===== src/rtl/vga_sync_decoder.sv =====
// Sync-pulse decoder: measures HS/VS periods, locks once they are stable and emits X/Y/DE.
// Optional 8-bit error counter on the ERR_CNT port when VGA_DEC_ERR_CNT_EN is defined.
module vga_sync_decoder #(
    parameter int CW          = 11,
    parameter int H_BP        = 184,
    parameter int H_ACT       = 800,
    parameter int V_BP        = 29,
    parameter int V_ACT       = 600,
    parameter int LOCK_FRAMES = 2
) (
    input  logic          PIX_CLK,
    input  logic          RST,
    input  logic          HS,
    input  logic          VS,
    output logic [CW-1:0] X,
    output logic [CW-1:0] Y,
    output logic          DE,
    output logic          LOCKED,
    output logic [CW-1:0] LINE_LEN,
`ifdef VGA_DEC_ERR_CNT_EN
    output logic [CW-1:0] FRAME_LEN,
    output logic [7:0]    ERR_CNT
`else
    output logic [CW-1:0] FRAME_LEN
`endif
);
    localparam logic [CW-1:0] CNT_MAX = {CW{1'b1}};
    localparam logic [CW-1:0] H_START = CW'(H_BP);
    localparam logic [CW-1:0] H_END   = CW'(H_BP + H_ACT);
    localparam logic [CW-1:0] V_START = CW'(V_BP);
    localparam logic [CW-1:0] V_END   = CW'(V_BP + V_ACT);
    localparam logic [3:0]    LOCK_N  = 4'(LOCK_FRAMES);

    localparam logic [1:0] ST_SEARCH = 2'd0;
    localparam logic [1:0] ST_CHECK  = 2'd1;
    localparam logic [1:0] ST_LOCKED = 2'd2;

    logic [1:0] raw;
    logic [1:0] rise;
    logic       hs_rise, vs_rise;

    assign raw = {VS, HS};

    // Bit 0 carries HS, bit 1 carries VS: 2-FF synchronizer plus registered rising-edge pulse.
    genvar gi;
    generate
        for (gi = 0; gi < 2; gi++) begin : g_sync
            logic s1_reg, s2_reg, s3_reg, rise_reg;
            always_ff @(posedge PIX_CLK) begin
                if (RST) begin
                    s1_reg   <= 1'b0;
                    s2_reg   <= 1'b0;
                    s3_reg   <= 1'b0;
                    rise_reg <= 1'b0;
                end else begin
                    s1_reg   <= raw[gi];
                    s2_reg   <= s1_reg;
                    s3_reg   <= s2_reg;
                    rise_reg <= s2_reg & ~s3_reg;
                end
            end
            assign rise[gi] = rise_reg;
        end
    endgenerate

    assign hs_rise = rise[0];
    assign vs_rise = rise[1];

    logic [CW-1:0] hcnt_reg, vcnt_reg, line_len_reg, frame_len_reg;
    logic [CW-1:0] line_now, frame_now, line_cap;
    logic          timeout;

    // Captured periods saturate so a lost-sync line reads as the maximum, not as zero.
    assign line_now  = (hcnt_reg == CNT_MAX) ? CNT_MAX : hcnt_reg + 1'b1;
    assign frame_now = (vcnt_reg == CNT_MAX) ? CNT_MAX : vcnt_reg + 1'b1;
    assign line_cap  = hs_rise ? line_now : line_len_reg;
    assign timeout   = !hs_rise && (hcnt_reg == CNT_MAX - 1'b1);

    always_ff @(posedge PIX_CLK) begin
        if (RST) begin
            hcnt_reg      <= '0;
            vcnt_reg      <= '0;
            line_len_reg  <= '0;
            frame_len_reg <= '0;
        end else begin
            if (hs_rise) begin
                hcnt_reg     <= '0;
                line_len_reg <= line_now;
            end else if (hcnt_reg != CNT_MAX) begin
                hcnt_reg <= hcnt_reg + 1'b1;
            end
            if (vs_rise) begin
                vcnt_reg      <= '0;
                frame_len_reg <= frame_now;
            end else if (hs_rise && vcnt_reg != CNT_MAX) begin
                vcnt_reg <= vcnt_reg + 1'b1;
            end
        end
    end

    logic [1:0]    state_reg, state_next;
    logic [CW-1:0] ref_line_reg, ref_line_next, ref_frame_reg, ref_frame_next;
    logic [3:0]    match_reg, match_next;
    logic          line_bad_reg, line_bad_next;
    logic          line_mis, frame_mis, lock_mis;

    assign line_mis  = hs_rise && (line_now != ref_line_reg);
    assign frame_mis = frame_now != ref_frame_reg;
    assign lock_mis  = line_mis || (vs_rise && frame_mis);

    always_comb begin
        state_next     = state_reg;
        ref_line_next  = ref_line_reg;
        ref_frame_next = ref_frame_reg;
        match_next     = match_reg;
        line_bad_next  = line_bad_reg;
        case (state_reg)
            ST_SEARCH: begin
                if (vs_rise) begin
                    ref_line_next  = line_cap;
                    ref_frame_next = frame_now;
                    match_next     = '0;
                    line_bad_next  = 1'b0;
                    state_next     = ST_CHECK;
                end
            end
            ST_CHECK: begin
                if (line_mis) line_bad_next = 1'b1;
                if (vs_rise) begin
                    if (!frame_mis && !line_bad_reg && !line_mis) begin
                        match_next = match_reg + 4'd1;
                        if (match_reg + 4'd1 >= LOCK_N) state_next = ST_LOCKED;
                    end else begin
                        ref_line_next  = line_cap;
                        ref_frame_next = frame_now;
                        match_next     = '0;
                        line_bad_next  = 1'b0;
                    end
                end
            end
            ST_LOCKED: begin
                if (lock_mis) begin
                    ref_line_next  = line_cap;
                    ref_frame_next = frame_now;
                    match_next     = '0;
                    line_bad_next  = 1'b0;
                    state_next     = ST_CHECK;
                end
            end
            default: state_next = ST_SEARCH;
        endcase
        if (timeout) begin
            state_next    = ST_SEARCH;
            match_next    = '0;
            line_bad_next = 1'b0;
        end
    end

    logic          h_act, v_act;
    logic [CW-1:0] x_reg, y_reg;
    logic          area_reg;

    assign h_act = (hcnt_reg >= H_START) && (hcnt_reg < H_END);
    assign v_act = (vcnt_reg >= V_START) && (vcnt_reg < V_END);

    always_ff @(posedge PIX_CLK) begin
        if (RST) begin
            state_reg     <= ST_SEARCH;
            ref_line_reg  <= '0;
            ref_frame_reg <= '0;
            match_reg     <= '0;
            line_bad_reg  <= 1'b0;
            x_reg         <= '0;
            y_reg         <= '0;
            area_reg      <= 1'b0;
        end else begin
            state_reg     <= state_next;
            ref_line_reg  <= ref_line_next;
            ref_frame_reg <= ref_frame_next;
            match_reg     <= match_next;
            line_bad_reg  <= line_bad_next;
            x_reg         <= (h_act && v_act) ? hcnt_reg - H_START : '0;
            y_reg         <= (h_act && v_act) ? vcnt_reg - V_START : '0;
            area_reg      <= h_act && v_act;
        end
    end

    // DE is gated by the live lock state so it drops in the same cycle as LOCKED.
    assign LOCKED    = (state_reg == ST_LOCKED);
    assign DE        = area_reg & LOCKED;
    assign X         = x_reg;
    assign Y         = y_reg;
    assign LINE_LEN  = line_len_reg;
    assign FRAME_LEN = frame_len_reg;

`ifdef VGA_DEC_ERR_CNT_EN
    logic [7:0] err_reg;
    logic       err_event;

    assign err_event = timeout || (LOCKED && lock_mis);

    always_ff @(posedge PIX_CLK) begin
        if (RST) begin
            err_reg <= '0;
        end else if (err_event && err_reg != 8'hFF) begin
            err_reg <= err_reg + 8'd1;
        end
    end

    assign ERR_CNT = err_reg;
`endif
endmodule

===== config.mk =====
export PLATFORM = sky130hd
export DESIGN_NAME = vga_sync_decoder
export DESIGN_NICKNAME = d
export VERILOG_FILES = /design/src/rtl/vga_sync_decoder.sv
export SDC_FILE = /design/constraint.sdc
export NUM_CORES = 1
export LEC_CHECK = 0
export ABC_AREA = 1
export CAP_MARGIN = 25
export CORE_UTILIZATION = 59
export CTS_BUF_LIST = sky130_fd_sc_hd__clkbuf_4
export CTS_CLUSTER_DIAMETER = 120
export DETAILED_ROUTE_END_ITERATION = 8
export GPL_TIMING_DRIVEN = 0
export HOLD_SLACK_MARGIN = 0.15
export PLACE_DENSITY = 0.82
export SLEW_MARGIN = 15
export SYNTH_ARGS = -nofsm -noshare
export SYNTH_HDL_FRONTEND = slang
export SYNTH_SLANG_ARGS = --single-unit

===== constraint.sdc =====
create_clock -name PIX_CLK -period 2.75 [get_ports PIX_CLK]
set_clock_uncertainty 0.05 [all_clocks]
set_input_delay 0.6875 -clock PIX_CLK [delete_from_list [all_inputs] [get_ports PIX_CLK]]
set_output_delay 0.6875 -clock PIX_CLK [all_outputs]
set_load 0.02 [all_outputs]

==> results.toml, run 1 <==
[status]
result_of_the_run = "finished, final reports clean"

[synth]
post_synth_most_frequent_cells = "sky130_fd_sc_hd__nand2_1, sky130_fd_sc_hd__dfxtp_1, sky130_fd_sc_hd__nor2_1"
synth.distinct_cells = 37
postSynthCellCount = 712
ys.warnings.count = 0
yosys_register_bits = 104
synth_enable_flop_cells = 0
netlist.top_cell.by_area = "sky130_fd_sc_hd__dfxtp_1"
synth_area_per_cell_um2 = 7.11
synth_seq_area_share_pct = 41.1
synthArstFlopShare_pct = 0
mappedNetlistArea_um2 = 5060
synth_top_cell_area_share_pct = 41.1
synth.top_cells.by_area = "sky130_fd_sc_hd__dfxtp_1, sky130_fd_sc_hd__nand2_1, sky130_fd_sc_hd__nor2_1"
postSynthNetCount = 725
synthMostInstantiatedCell = "sky130_fd_sc_hd__nand2_1"
most_frequently_used_flop_master_after_synthesis = "sky130_fd_sc_hd__dfxtp_1"

[die]
design.portCount = 50
dieWidth_um = 94.6
core_area_um2 = 8260
initial_utilization_pct = 61.3
num_rows = 33
die_area_um2 = 8950
die-height_um = 94.6

[worst_setup_path]
cp_data_required_time_ns = 3.07
path_cells = "ha_2, inv_1, nor2_4, nand3_4, buf_6, nand3_1, nand2_1, clkinv_1, nand2_1, nor2_1, nand3_1, nand2_2, nand3_2, nand2_2, inv_4, buf_4, a21oi_1, nor2_1"
worst_setup_path_end_kind = "flip-flop"
cp_num_buf_inv = 5
timing.critical_path.fanout_max = 10
cp_slowest_cell = "sky130_fd_sc_hd__dfxtp_4"
start_kind = "flip-flop"
timing.critical_path.max_delay_family = "simple AND/OR/NAND/NOR gates"
critical_path.max_stage_delay_ns = 0.40
worstSetupPathType = "reg -> reg"
arrival_ns = 2.96

[power]
p_comb_share_pct = 9.9
static-leakage-power_nw = 2.58
p_clk_share_pct = 28.4
switching_share_pct = 28.1
peakVddDrop_v = 0.000299
seqPwrFrac_pct = 61.6
total_power_after_layout_mw = 2.54
internal_power_mw = 1.82
switchingPower_uw = 714
power_dens_cells_nw_per_um2 = 424

[cells_and_area]
final_util_pct = 72.5
multi_input_comb_area_um2 = 2560
antenna_cells_inserted = 0
final.fill_count = 713
sequential_standard_cell_area_um2 = 2100
drive_gt1_share_pct = 12.4
finalNetCount = 791
area_growth_syn_to_layout_pct = 18.2

[drt]
drt_iter0_markers = 259
route.detailed.drc = 0
drtPass1Iterations = 5
route.antenna.remaining_nets = 0
routed_wirelength_mm = 12.2
avgViaCountPerCell = 5.33
detail_route.wl_per_cell_um = 13.7
routed-via-count = 4735

[clock_tree]
htree_num_levels = 3
clock_sink_count = 104
clkTransAtPathRegs_ns = 0.16
cts_max_path_buffers = 2
number_of_buffers_created_by_cts = 9
clk-insertion-delay-late_ns = 0.46
postCtsHoldBufs = 0
clockRootBuffer = "sky130_fd_sc_hd__clkbuf_4"
cts_tree = "done"

[sta]
fmaxAchievable_ghz = 0.378
report.final.slew_viol_count = 0
hold_ws_ns = 0.354
final_hold_viol_count = 0
final_period_minus_worst_setup_slack_ns = 2.64
period_share_pct = 96.2
setup_viol = 0
worst_slew_pin_slew_ns = 0.475
worst_slew_margin_rel_pct = 68.3

[global_routing]
groute.usage.overall_pct = 27.6
grt_overflow_total = 0
wire_length_of_the_first_global_routing_pass_mm = 19.3
initial_antenna_violation_count = 0
grt_max_degree = 19
grt_pass1_vias = 4214

[place]
hpwl_mm = 8.88
gp_congestion = 0.938
io_buffer_count = 49

[worst_hold_path]
worstHoldPathType = "reg -> reg"

[flow_run]
maxCapViolations = 0
## final cells by class
cell class,instances,area share (%)
multi-input cells,492,42.7
clock inverters,7,0.899
clock buffers,9,1.13
inverters,89,5.63
plain buffers,28,3.45
flip-flops and latches,104,35.2
well taps,105,2.20
repair buffers,54,8.82
## path summary, 6_finish.rpt
check / cells after the start / from / slack, ns / endpoint
worst max register to register: 18 / hcnt_reg[0] / 0.11 / ref_frame_reg[2]
worst max-delay path: 18 / hcnt_reg[0] / 0.11 / ref_frame_reg[2]
worst min register to register: 1 / g_sync[1].s3_reg / 0.35 / g_sync[1].rise_reg
worst min-delay path: 1 / g_sync[1].s3_reg / 0.35 / g_sync[1].rise_reg
## power groups by stage
stage          Combinational [mW]  Sequential, mW  Clock [mW]
6_report                    0.252            1.56       0.722
5_1_grt                     0.282            1.57       0.779
4_1_cts                     0.237            1.56       0.718
3_5_place_dp                0.233            1.60           0
3_3_place_gp                0.227            1.59           0
2_1_floorplan               0.170            1.60           0
## layer usage
metal / track usage (%) / routed length, um / up-vias
met4: 9.85 / 187 / 0
met2: 45.6 / 5740 / 154
met3: 3.86 / 632 / 17
li1: - / - / 2393
met1: 36.9 / 5610 / 2171
met5: 0 / 0 / -
## cells in the final DEF (no fill, tap or decap), types with 10 or more instances in the layout
master                            count
sky130_fd_sc_hd__clkdlybuf4s50_1     49
sky130_fd_sc_hd__nand2_1            166
sky130_fd_sc_hd__buf_4               11
sky130_fd_sc_hd__nor2_1              93
sky130_fd_sc_hd__inv_1               85
sky130_fd_sc_hd__dfxtp_1             97
sky130_fd_sc_hd__a21oi_1             40
sky130_fd_sc_hd__clkbuf_4            10
sky130_fd_sc_hd__nand3_2             24
sky130_fd_sc_hd__nand3_1             40
sky130_fd_sc_hd__o21ai_0             39
sky130_fd_sc_hd__nor3_1              11
## stage by stage
| step | TNS (ns) | cell area, um^2 | setup WS (ns) | std cells |
|---|---|---|---|---|
| after detailed placement | -2.50 | 5680 | -0.160 | 866 |
| after global placement | -1.05 | 5680 | -0.0638 | 866 |
| final | 0 | 5980 | 0.105 | 888 |
| after global routing | -0.210 | 5980 | -0.0730 | 888 |
| after CTS | 0 | 5830 | 0.00921 | 884 |
| after floorplan | 0 | 5060 | 0.366 | 712 |
## timing repair
action / 4_1_cts / 5_1_grt
pin swaps: 1 / 10
setup endpoints to repair: 22 / 28
cloned: 0 / 1
resized for setup: 5 / 44
buffers inserted: 2 / 3
hold endpoints to repair: 0 / 0
## logic make-up after synthesis
group	Yosys count	share of synthesized area [%]
adders and majority gates	9	2.22
and+or+nand+nor	372	34.0
muxes	4	0.791
DFF	104	41.1
xor gates and xnor gates	12	2.08
buffers and inverters	117	9.99
AOI/OAI and AO/OA	94	9.81
(Power assumes the default switching activity.)
==> run 2, diff against run 1 <==
CORE_UTILIZATION = 60   (was 59)
GPL_TIMING_DRIVEN = unset   (was 0)
PLACE_DENSITY = 0.94   (was 0.82)
clock period = 3.3 ns   (was 2.75 ns; I/O delays follow)
==> run 2 against run 1 <==
Combinational power shrank 23%. Largest power group unchanged. Clock power about the same. Core utilization fell by 2.3 points. Total power shrank 12%. Sequential power is 16% lower. Register-to-register slack better by 0.17 ns. Via count grew 0.91%. Highest routed layer unchanged. Clock-buffer cell count unchanged. Global-route usage fell by 0.55 points.
==> results.toml, run 2 (same netlist as run 1, synthesis figures left out) <==
[cells_and_area]
layout.cells.most_common_list = "sky130_fd_sc_hd__nand2_1, sky130_fd_sc_hd__dfxtp_1, sky130_fd_sc_hd__nor2_1"
antenna_cells_inserted = 0
final.fill_count = 630
drive_gt1_share_pct = 7.55
finalNetCount = 763
layout.cell_area.non_filler_um2 = 5740
area_growth_syn_to_layout_pct = 13.4
final_util_pct = 70.2
layout_commonest_cell = "sky130_fd_sc_hd__nand2_1"

[status]
result_of_the_run = "finished, final reports clean"

[clock_tree]
cts_max_path_buffers = 2
number_of_buffers_added_for_setup_after_cts = 0
number_of_buffers_created_by_cts = 9
clkTransAtPathRegs_ns = 0.18
clock_sink_count = 104
clockRootBuffer = "sky130_fd_sc_hd__clkbuf_4"
htree_num_levels = 3
clk-insertion-delay-late_ns = 0.47
cts_tree = "done"

[power]
power_dens_cells_nw_per_um2 = 387
total_power_after_layout_mw = 2.22
static-leakage-power_nw = 2.46
peakVddDrop_v = 0.000251

[flow_run]
maxCapViolations = 0

[worst_setup_path]
worstSetupPathType = "reg -> reg"
arrival_ns = 3.39
cp_data_required_time_ns = 3.67
critical_path.max_stage_delay_ns = 0.53
start_kind = "flip-flop"
worst_setup_path_end_kind = "flip-flop"
path_common_cell = "sky130_fd_sc_hd__nor2_1"
timing.critical_path.fanout_max = 45
path_cells = "ha_1, nand3_1, nor2_1, nand2_1, nand2_1, nand3_1, nand2_1, nand3_1, nor2_1, nand3_1, nand2_2, nand2_2, nand2_2, nand2_8, nor2_1, nor2_1, nor2_1"
cp_slowest_cell = "sky130_fd_sc_hd__dfxtp_1"

[place]
place_area_um2 = 5560
hpwl_mm = 8.42
gp_congestion = 0.960
io_buffer_count = 49
post-place-ws_ns = 0.210

[drt]
routed_wirelength_mm = 11.7
avgViaCountPerCell = 5.56
detail_route.wl_per_cell_um = 13.5
routed-via-count = 4778
route.antenna.remaining_nets = 0
route.detailed.drc = 0
drtPass1Iterations = 5
drt_iter0_markers = 448

[die]
initial_utilization_pct = 61.9
dieWidth_um = 93.9
die-height_um = 93.9
design.portCount = 50
die_area_um2 = 8810
num_rows = 33
core_area_um2 = 8180

[global_routing]
grt_overflow_total = 0
groute.usage.overall_pct = 27.1
grt_max_degree = 46
wire_length_of_the_first_global_routing_pass_mm = 18.9
grt_pass1_vias = 4166
initial_antenna_violation_count = 0

[sta]
final_period_minus_worst_setup_slack_ns = 3.03
finalWorstSetupSlack_ns = 0.275
final_hold_viol_count = 0
setup-tns-final_ns = 0
worst_slew_margin_rel_pct = 66.6
setup_viol = 0
period_share_pct = 91.7
fmaxAchievable_ghz = 0.331
grt_setup_unrepaired = "false"
worst_slew_pin_slew_ns = 0.501
report.final.slew_viol_count = 0

[worst_hold_path]
worstHoldPathType = "reg -> reg"
==> run 2: changes by cell type in the layout (fill, tap and decap cells not counted), sizes merged <==
cell	change
buf	-17
clkbuf	-10
inv	+3
clkinv	-2
clkinvlp	-2
bufinv	+1
nand3	-1
==> run 2: worst paths after layout <==
| kind | start | endpoint | slack [ns] | cells after the start |
|---|---|---|---|---|
| max | hcnt_reg[3] | state_reg[1] | 0.27 | 17 |
| min | g_sync[0].s3_reg | g_sync[0].rise_reg | 0.36 | 1 |
| max reg2reg | hcnt_reg[3] | state_reg[1] | 0.27 | 17 |
| min reg2reg | g_sync[0].s3_reg | g_sync[0].rise_reg | 0.36 | 1 |
==> run 2: routing by layer <==
| metal | wire length [um] | GRT usage (%) | part of all wire (%) |
|---|---|---|---|
| met5 | 0 | 0 | 0 |
| met1 | 4950 | 35.4 | 42 |
| met3 | 948 | 4.13 | 8.1 |
| met4 | 207 | 10.0 | 1.8 |
| met2 | 5550 | 45.1 | 48 |
==> run 2: power breakdown <==
part	total [mW]	internal [mW]	switching (mW)
Sequential	1.31	1.28	0.0263
Clock	0.719	0.256	0.463
Combinational	0.195	0.0699	0.125
==> run 2: per-stage QoR <==
step           std cells  hold slack [ns]
2_1_floorplan        712            0.323
3_3_place_gp         844            0.328
3_5_place_dp         844            0.334
4_1_cts              860            0.355
5_1_grt              860            0.371
6_report             860            0.357
==> run 2: worst max-delay path: cells and delay by family (launching register included) <==
| kind | cells | cell delay, ns |
|---|---|---|
| fa+ha+maj | 1 | 0.29 |
| simple gates | 16 | 2.08 |
| flops | 1 | 0.53 |
==> run 2: cell type report <==
type                            instances  area [um^2]  share of cell area [%]
Timing Repair Buffer                   55          536                    9.33
Clock buffer                            9         67.6                    1.18
Multi-Input combinational cell        491         2490                    43.4
Clock inverter                          7         95.1                    1.66
Tap cell                              105          131                    2.29
Inverter                               89          337                    5.86
Sequential cell                       104         2080                    36.3
==> run 2: what timing repair did <==
action	CTS	global route
resized for setup	0	4
endpoints found under the setup margin	0	24
endpoints found under the hold margin	0	0
hold buffers	0	0
